--- src/rtl/cmd_server_pkg.sv ---
// Shared constants, FSM encoding and the decoded command type for the
// UART command frame receiver.
package cmd_server_pkg;

    localparam logic [7:0] HDR_WR_DEF = 8'h5A;
    localparam logic [7:0] HDR_RD_DEF = 8'h5B;

    // Frame = header + 8 payload bytes + trailer.
    localparam int FRAME_LEN   = 10;
    localparam int PAYLOAD_LEN = 8;

    localparam logic [1:0] ST_HUNT    = 2'd0;
    localparam logic [1:0] ST_PAYLOAD = 2'd1;
    localparam logic [1:0] ST_TRAIL   = 2'd2;

    typedef struct packed {
        logic        rd;
        logic [31:0] addr;
        logic [31:0] wdata;
    } cmd_t;

    // The trailer is the bitwise complement of the header that opened the frame.
    function automatic logic [7:0] trailer_of(input logic [7:0] hdr);
        return ~hdr;
    endfunction

endpackage

--- src/rtl/cmd_rx_timer.sv ---
// Inter-byte timeout: rising-edge detect on the 2 kHz pulse plus a
// saturating tick counter. The counter is held at zero while disabled
// and cleared by every received byte; a clear wins over a coincident tick.
module cmd_rx_timer
    import cmd_server_pkg::*;
#(
    parameter int TIMEOUT_TICKS = 4,
    parameter int TO_W          = 3
) (
    input  logic clk,
    input  logic rst_n,
    input  logic pulse,
    input  logic clr,
    input  logic en,
    output logic expire
);

    logic            pulse_q;
    logic            tick;
    logic [TO_W-1:0] cnt_q;
    logic [TO_W-1:0] cnt_d;

    // Previous value starts at 0 so an edge right after reset still counts.
    assign tick = pulse & ~pulse_q;

    // Counter next-state and the expire pulse on the tick that reaches the limit.
    always_comb begin
        cnt_d  = cnt_q;
        expire = 1'b0;
        if (!en || clr) begin
            cnt_d = '0;
        end else if (tick) begin
            if (cnt_q == TO_W'(TIMEOUT_TICKS - 1)) begin
                expire = 1'b1;
            end
            if (cnt_q != '1) begin
                cnt_d = cnt_q + 1'b1;
            end
        end
    end

    // Edge-detect flop and counter register.
    always_ff @(posedge clk or negedge rst_n) begin
        if (!rst_n) begin
            pulse_q <= 1'b0;
            cnt_q   <= '0;
        end else begin
            pulse_q <= pulse;
            cnt_q   <= cnt_d;
        end
    end

endmodule

--- src/rtl/cmd_frame_rx.sv ---
// UART command frame receiver: hunts for 10-byte frames (hdr, addr[4],
// data[4], ~hdr), enforces an inter-byte timeout and presents one decoded
// command over a valid/ready handshake. A good frame arriving while the
// output is held and not being accepted is dropped with ERR_OVERRUN.
//
//  state   | meaning
//  HUNT    | idle, waiting for HDR_WR or HDR_RD; other bytes discarded
//  PAYLOAD | shifting in the 8 address/data bytes
//  TRAIL   | waiting for the trailer byte (~hdr)
module cmd_frame_rx
    import cmd_server_pkg::*;
#(
    parameter logic [7:0] HDR_WR        = HDR_WR_DEF,
    parameter logic [7:0] HDR_RD        = HDR_RD_DEF,
    parameter int         TIMEOUT_TICKS = 4,
    parameter int         TO_W          = 3
) (
    input  logic        SYS_CLK,
    input  logic        SYS_RST_N,
    input  logic        PULSE_2KHZ,
    input  logic [7:0]  RX_DATA,
    input  logic        RX_VALID,
    output logic        CMD_VALID,
    input  logic        CMD_READY,
    output logic        CMD_RD,
    output logic [31:0] CMD_ADDR,
    output logic [31:0] CMD_WDATA,
    output logic        ERR_FRAME,
    output logic        ERR_TIMEOUT,
    output logic        ERR_OVERRUN,
    output logic        BUSY
);

    logic [1:0]  state_q, state_d;
    logic        rd_q, rd_d;
    logic [2:0]  cnt_q, cnt_d;
    logic [63:0] shift_q, shift_d;
    logic        valid_q, valid_d;
    cmd_t        cmd_q, cmd_d;
    logic        err_frame_q, err_frame_d;
    logic        err_to_q, err_to_d;
    logic        err_ovr_q, err_ovr_d;

    logic        expire;
    logic        good_frame;
    logic        load;
    logic [7:0]  trl_exp;

    cmd_rx_timer #(
        .TIMEOUT_TICKS (TIMEOUT_TICKS),
        .TO_W          (TO_W)
    ) u_timer (
        .clk    (SYS_CLK),
        .rst_n  (SYS_RST_N),
        .pulse  (PULSE_2KHZ),
        .clr    (RX_VALID),
        .en     (state_q != ST_HUNT),
        .expire (expire)
    );

    assign trl_exp = trailer_of(rd_q ? HDR_RD : HDR_WR);

    // Frame parser: header hunt, payload shift, trailer check and timeout abort.
    always_comb begin
        state_d     = state_q;
        rd_d        = rd_q;
        cnt_d       = cnt_q;
        shift_d     = shift_q;
        good_frame  = 1'b0;
        err_frame_d = 1'b0;
        err_to_d    = 1'b0;
        case (state_q)
            ST_HUNT: begin
                if (RX_VALID) begin
                    if (RX_DATA == HDR_WR) begin
                        rd_d    = 1'b0;
                        cnt_d   = '0;
                        state_d = ST_PAYLOAD;
                    end else if (RX_DATA == HDR_RD) begin
                        rd_d    = 1'b1;
                        cnt_d   = '0;
                        state_d = ST_PAYLOAD;
                    end
                end
            end
            ST_PAYLOAD: begin
                if (RX_VALID) begin
                    shift_d = {shift_q[55:0], RX_DATA};
                    if (cnt_q == 3'(PAYLOAD_LEN - 1)) begin
                        cnt_d   = '0;
                        state_d = ST_TRAIL;
                    end else begin
                        cnt_d = cnt_q + 1'b1;
                    end
                end else if (expire) begin
                    cnt_d    = '0;
                    err_to_d = 1'b1;
                    state_d  = ST_HUNT;
                end
            end
            ST_TRAIL: begin
                if (RX_VALID) begin
                    if (RX_DATA == trl_exp) begin
                        good_frame = 1'b1;
                    end else begin
                        err_frame_d = 1'b1;
                    end
                    state_d = ST_HUNT;
                end else if (expire) begin
                    err_to_d = 1'b1;
                    state_d  = ST_HUNT;
                end
            end
            default: begin
                cnt_d   = '0;
                state_d = ST_HUNT;
            end
        endcase
    end

    // Output holding register: load when empty or being drained this cycle.
    always_comb begin
        load      = good_frame && (!valid_q || CMD_READY);
        cmd_d     = cmd_q;
        valid_d   = valid_q;
        err_ovr_d = good_frame && valid_q && !CMD_READY;
        if (load) begin
            cmd_d   = '{rd: rd_q, addr: shift_q[63:32], wdata: shift_q[31:0]};
            valid_d = 1'b1;
        end else if (CMD_READY) begin
            valid_d = 1'b0;
        end
    end

    // State and datapath registers.
    always_ff @(posedge SYS_CLK or negedge SYS_RST_N) begin
        if (!SYS_RST_N) begin
            state_q     <= ST_HUNT;
            rd_q        <= 1'b0;
            cnt_q       <= '0;
            shift_q     <= '0;
            valid_q     <= 1'b0;
            cmd_q       <= '0;
            err_frame_q <= 1'b0;
            err_to_q    <= 1'b0;
            err_ovr_q   <= 1'b0;
        end else begin
            state_q     <= state_d;
            rd_q        <= rd_d;
            cnt_q       <= cnt_d;
            shift_q     <= shift_d;
            valid_q     <= valid_d;
            cmd_q       <= cmd_d;
            err_frame_q <= err_frame_d;
            err_to_q    <= err_to_d;
            err_ovr_q   <= err_ovr_d;
        end
    end

    assign CMD_VALID   = valid_q;
    assign CMD_RD      = cmd_q.rd;
    assign CMD_ADDR    = cmd_q.addr;
    assign CMD_WDATA   = cmd_q.wdata;
    assign ERR_FRAME   = err_frame_q;
    assign ERR_TIMEOUT = err_to_q;
    assign ERR_OVERRUN = err_ovr_q;
    assign BUSY        = (state_q != ST_HUNT);

endmodule

--- config.mk ---
export PLATFORM = sky130hd
export DESIGN_NAME = cmd_frame_rx
export DESIGN_NICKNAME = d
export VERILOG_FILES = /design/src/rtl/cmd_server_pkg.sv /design/src/rtl/cmd_rx_timer.sv /design/src/rtl/cmd_frame_rx.sv
export SDC_FILE = /design/constraint.sdc
export NUM_CORES = 1
export LEC_CHECK = 0
export ABC_AREA = 1
export BUFFER_PORTS_ARGS = -buffer_cell sky130_fd_sc_hd__buf_4
export CORE_MARGIN = 2
export CORE_UTILIZATION = 30
export CTS_BUF_LIST = sky130_fd_sc_hd__clkbuf_8
export DETAILED_ROUTE_END_ITERATION = 8
export PLACE_DENSITY = 0.51
export SYNTH_ARGS = -nofsm -noshare
export SYNTH_HDL_FRONTEND = slang
export SYNTH_SLANG_ARGS = --single-unit
--- constraint.sdc ---
create_clock -name SYS_CLK -period 2 [get_ports SYS_CLK]
set_input_delay 0.3 -clock SYS_CLK [delete_from_list [all_inputs] [get_ports SYS_CLK]]
set_output_delay 0.3 -clock SYS_CLK [all_outputs]
set_load 0.01 [all_outputs]
==> results.yml <==
synth:
  synth_nets: 577
  synth.distinct_cells: 18
  synth_top_area_share_pct: 60.7
  synth-adder-area-share_pct: 1.91
  synth_seq_area_share_pct: 60.7
  syn_inst: 555
  yosys.area_share.simple_pct: 20.6
  ys_seq_elements: 143
  muxShareOfSynthArea_pct: 10.7
  yosys-top-cells-area: "dfrtp_1 (61%), nand2_1 (11%), mux2_2 (11%)"
  yosys.area.top_type: "dfrtp_1"
  synth_compound_area_share_pct: 1.13
  synth_top_family_by_area: "simple AND/OR/NAND/NOR gates"
  synth_area_um2: 5890
  yosysWarnings: 0
  synth_xor_area_share_pct: 0
  avgSynthCellArea_um2: 10.6
finish:
  antenna_cells: 0
  nets: 661
  finalNonFillerCells: 917
  drive_above_1_share_pct: 29.0
  nFillCells: 1958
  area_growth_pct: 22.4
power_and_ir_drop:
  p_per_area_nw_per_um2: 1070
  leakagePower_uw: 0.00382
  vdd_drop_max_mv: 0.394
  total_power_uw: 7720
worst_setup_path:
  crit_slowest_cell: "dfrtp_1"
  crit_chain: "inv_1, ha_1, inv_1, buf_4"
  cp-start-kind: "flop"
  crit_top_cell: "inv_1"
  regToRegEndpoint: "cnt_q[0]$_DFFE_PN0P_"
  critPathMaxFanout: 5
  r2r-start: "state_q[0]$_DFFE_PN0P_"
  cp-startpoint: "state_q[0]$_DFFE_PN0P_"
  critical_path_class: "flop to output port"
  endpoint_kind: "output port"
  worstPathArrival_ns: 1.46
  endpoint: "BUSY"
  cpPeakStageDelay_ns: 0.42
  cp.required_ns: 1.70
  rrSetupSlack_ns: 0.26
  reg2reg_depth: 8
route:
  vias_per_cell: 4.66
  dr.first_iter.drc_count: 311
  routed_wl_um: 13700
  via_count: 4273
  drc: 0
  ant_nets: 0
  drt-pass1-iter-count: 4
  wl_per_cell_um: 14.9
sta:
  clock_skew_ns: 0.00834
  layout_worst_path_cycle_share_pct: 88.0
  finalHoldViolCount: 0
  rsz0062_at_grt: "no"
  setup_viol: 0
  tightest_slew_ns: 0.500
  tns_ns: 0
  fin_crit_ns: 1.76
  slew_headroom_pct: 66.7
  fmax_ghz: 0.568
  slew_violations: 0
worst_hold_path:
  min_path_type: "input port to flop"
flow_run:
  cap_violations: 0
clock_tree:
  htreeDepth: 4
  cts_buffers: 17
  cts_setup_buffers: 0
  clk_latency_ns: 0.44
  clock_path_buffers: 2
  cts.sinks: 143
  cts_root_buffer: "clkbuf_8"
  cts_tree: "built"
  clk_pin_slew_ns: 0.07
place:
  io_buffers: 82
  place_congestion: 0.786
  dpl.hpwl_um: 9410
  post-place-cells: 883
floorplanning:
  dieWidth_um: 144
  core_um2: 19400
  ioPinCount: 83
  die_y_um: 144
  die_area_um2: 20800
  start_util_pct: 30.4
  row_count: 51
global_route:
  grt_use_total_pct: 13.8
  grt-ovfl-total: 0
  grt_max_degree: 53
  antenna_found_initial: 0
  grt_first_pass_wirelength_um: 22200
  grt_pass1_vias: 4262
status:
  outcome: "finished clean"
[metal layers]
layer / track usage (%) / share of wire (%)
met4: 4.50 / 1.4
met5: 0 / 0
met2: 20.9 / 46
met1: 19.2 / 48
met3: 3.61 / 4.6
[what timing repair did]
| item | 4_1_cts | 5_1_grt |
|---|---|---|
| endpoints found under the setup margin | 0 | 0 |
| endpoints found under the hold margin | 48 | 0 |
| resized for setup | 0 | 0 |
| hold buffers | 2 | 0 |
[cells in the mapped netlist]
| library cell | number |
|---|---|
| or2_2 | 1 |
| nand2_1 | 171 |
| buf_4 | 1 |
| nand3b_1 | 1 |
| a21oi_1 | 3 |
| o21ai_0 | 9 |
| nand4_1 | 70 |
| inv_1 | 28 |
| nor3_2 | 1 |
| nor2_1 | 17 |
| buf_6 | 3 |
| buf_2 | 22 |
| nand3_1 | 9 |
| dfrtp_1 | 143 |
| o22ai_1 | 1 |
| mux2_2 | 56 |
| clkbuf_1 | 10 |
| ha_1 | 9 |
[layout make-up]
cell class	instances	area, µm²	share of cell area (%)
sequential	143	3580	49.6
multi-input combinational	348	2030	28.2
timing repair buffer	101	792	11.0
tap	265	332	4.60
clock buffer	20	275	3.82
inverter	28	105	1.46
clock inverter	12	96.3	1.34
[per-stage QoR]
stage / hold slack [ns] / utilization [%] / setup WS, ns / instance area (µm²)
2_1_floorplan: 0.00441 / - / 0.431 / 5890
3_3_place_gp: 0.278 / 35.2 / 0.390 / 6820
3_5_place_dp: 0.285 / 35.2 / 0.309 / 6820
4_1_cts: 0.0911 / 37.2 / 0.205 / 7210
5_1_grt: 0.102 / 37.2 / 0.0973 / 7210
6_report: 0.124 / 37.2 / 0.240 / 7210
[state kept, by name, summed over array words and instances, names as in the netlist]
name,flops
shift_q,64
CMD_RD,1
CMD_ADDR,32
u_timer.pulse_q,1
ERR_TIMEOUT,1
ERR_OVERRUN,1
CMD_VALID,1
cnt_q,3
state_q,2
CMD_WDATA,32
u_timer.cnt_q,3
ERR_FRAME,1
rd_q,1
[placed cells by master, fill, tap and decap left out]
| cell | synthesis | routed |
|---|---|---|
| a21oi_1 | 3 | 3 |
| buf_12 | 0 | 2 |
| buf_4 | 1 | 96 |
| buf_6 | 3 | 1 |
| bufinv_16 | 0 | 1 |
| clkbuf_8 | 0 | 20 |
| clkinv_2 | 0 | 3 |
| clkinv_4 | 0 | 2 |
| clkinvlp_4 | 0 | 3 |
| dfrtp_1 | 143 | 143 |
| dlygate4sd3_1 | 0 | 2 |
| ha_1 | 9 | 9 |
| inv_1 | 28 | 30 |
| inv_2 | 0 | 1 |
| mux2_2 | 56 | 56 |
| nand2_1 | 171 | 169 |
| nand2_2 | 0 | 2 |
| nand3_1 | 9 | 9 |
| nand3b_1 | 1 | 1 |
| nand4_1 | 70 | 70 |
| nor2_1 | 17 | 17 |
| nor3_4 | 0 | 1 |
| o21ai_0 | 9 | 9 |
| o22ai_1 | 1 | 1 |
| or2_2 | 1 | 1 |
[worst max-delay path, delay by kind of cell (launching register included)]
kind,cells,cell delay (ns)
flip-flops,1,0.42
buffers and inverters,3,0.37
adder cells (fa/ha/maj),1,0.24
[kinds of logic after synthesis]
| kind of cell | Yosys count |
|---|---|
| compound gates | 13 |
| fa+ha+maj | 9 |
| flops | 143 |
| mux | 56 |
| simple gates | 270 |
| buf+inv | 64 |
[power breakdown]
group	leakage [µW]	total, µW	internal, µW	switching (µW)
logic	0.00174	1500	812	688
registers	0.00189	4090	3550	546
clock network	0.000194	2130	1060	1070
[worst min path at each step]
| stage | startpoint | to | slack, ns | cells after the start |
|---|---|---|---|---|
| after detailed placement | SYS_RST_N | CMD_ADDR[24]$_DFFE_PN0P_ | 0.29 | 1 |
| after global placement | SYS_RST_N | CMD_ADDR[25]$_DFFE_PN0P_ | 0.28 | 1 |
| final | RX_DATA[3] | shift_q[3]$_DFFE_PN0P_ | 0.12 | 2 |
| after floorplan | SYS_RST_N | CMD_ADDR[0]$_DFFE_PN0P_ | 0.004 | 0 |
| after CTS | RX_DATA[3] | shift_q[3]$_DFFE_PN0P_ | 0.09 | 2 |
| after global routing | RX_DATA[3] | shift_q[3]$_DFFE_PN0P_ | 0.10 | 2 |
(Power assumes the default switching activity.)
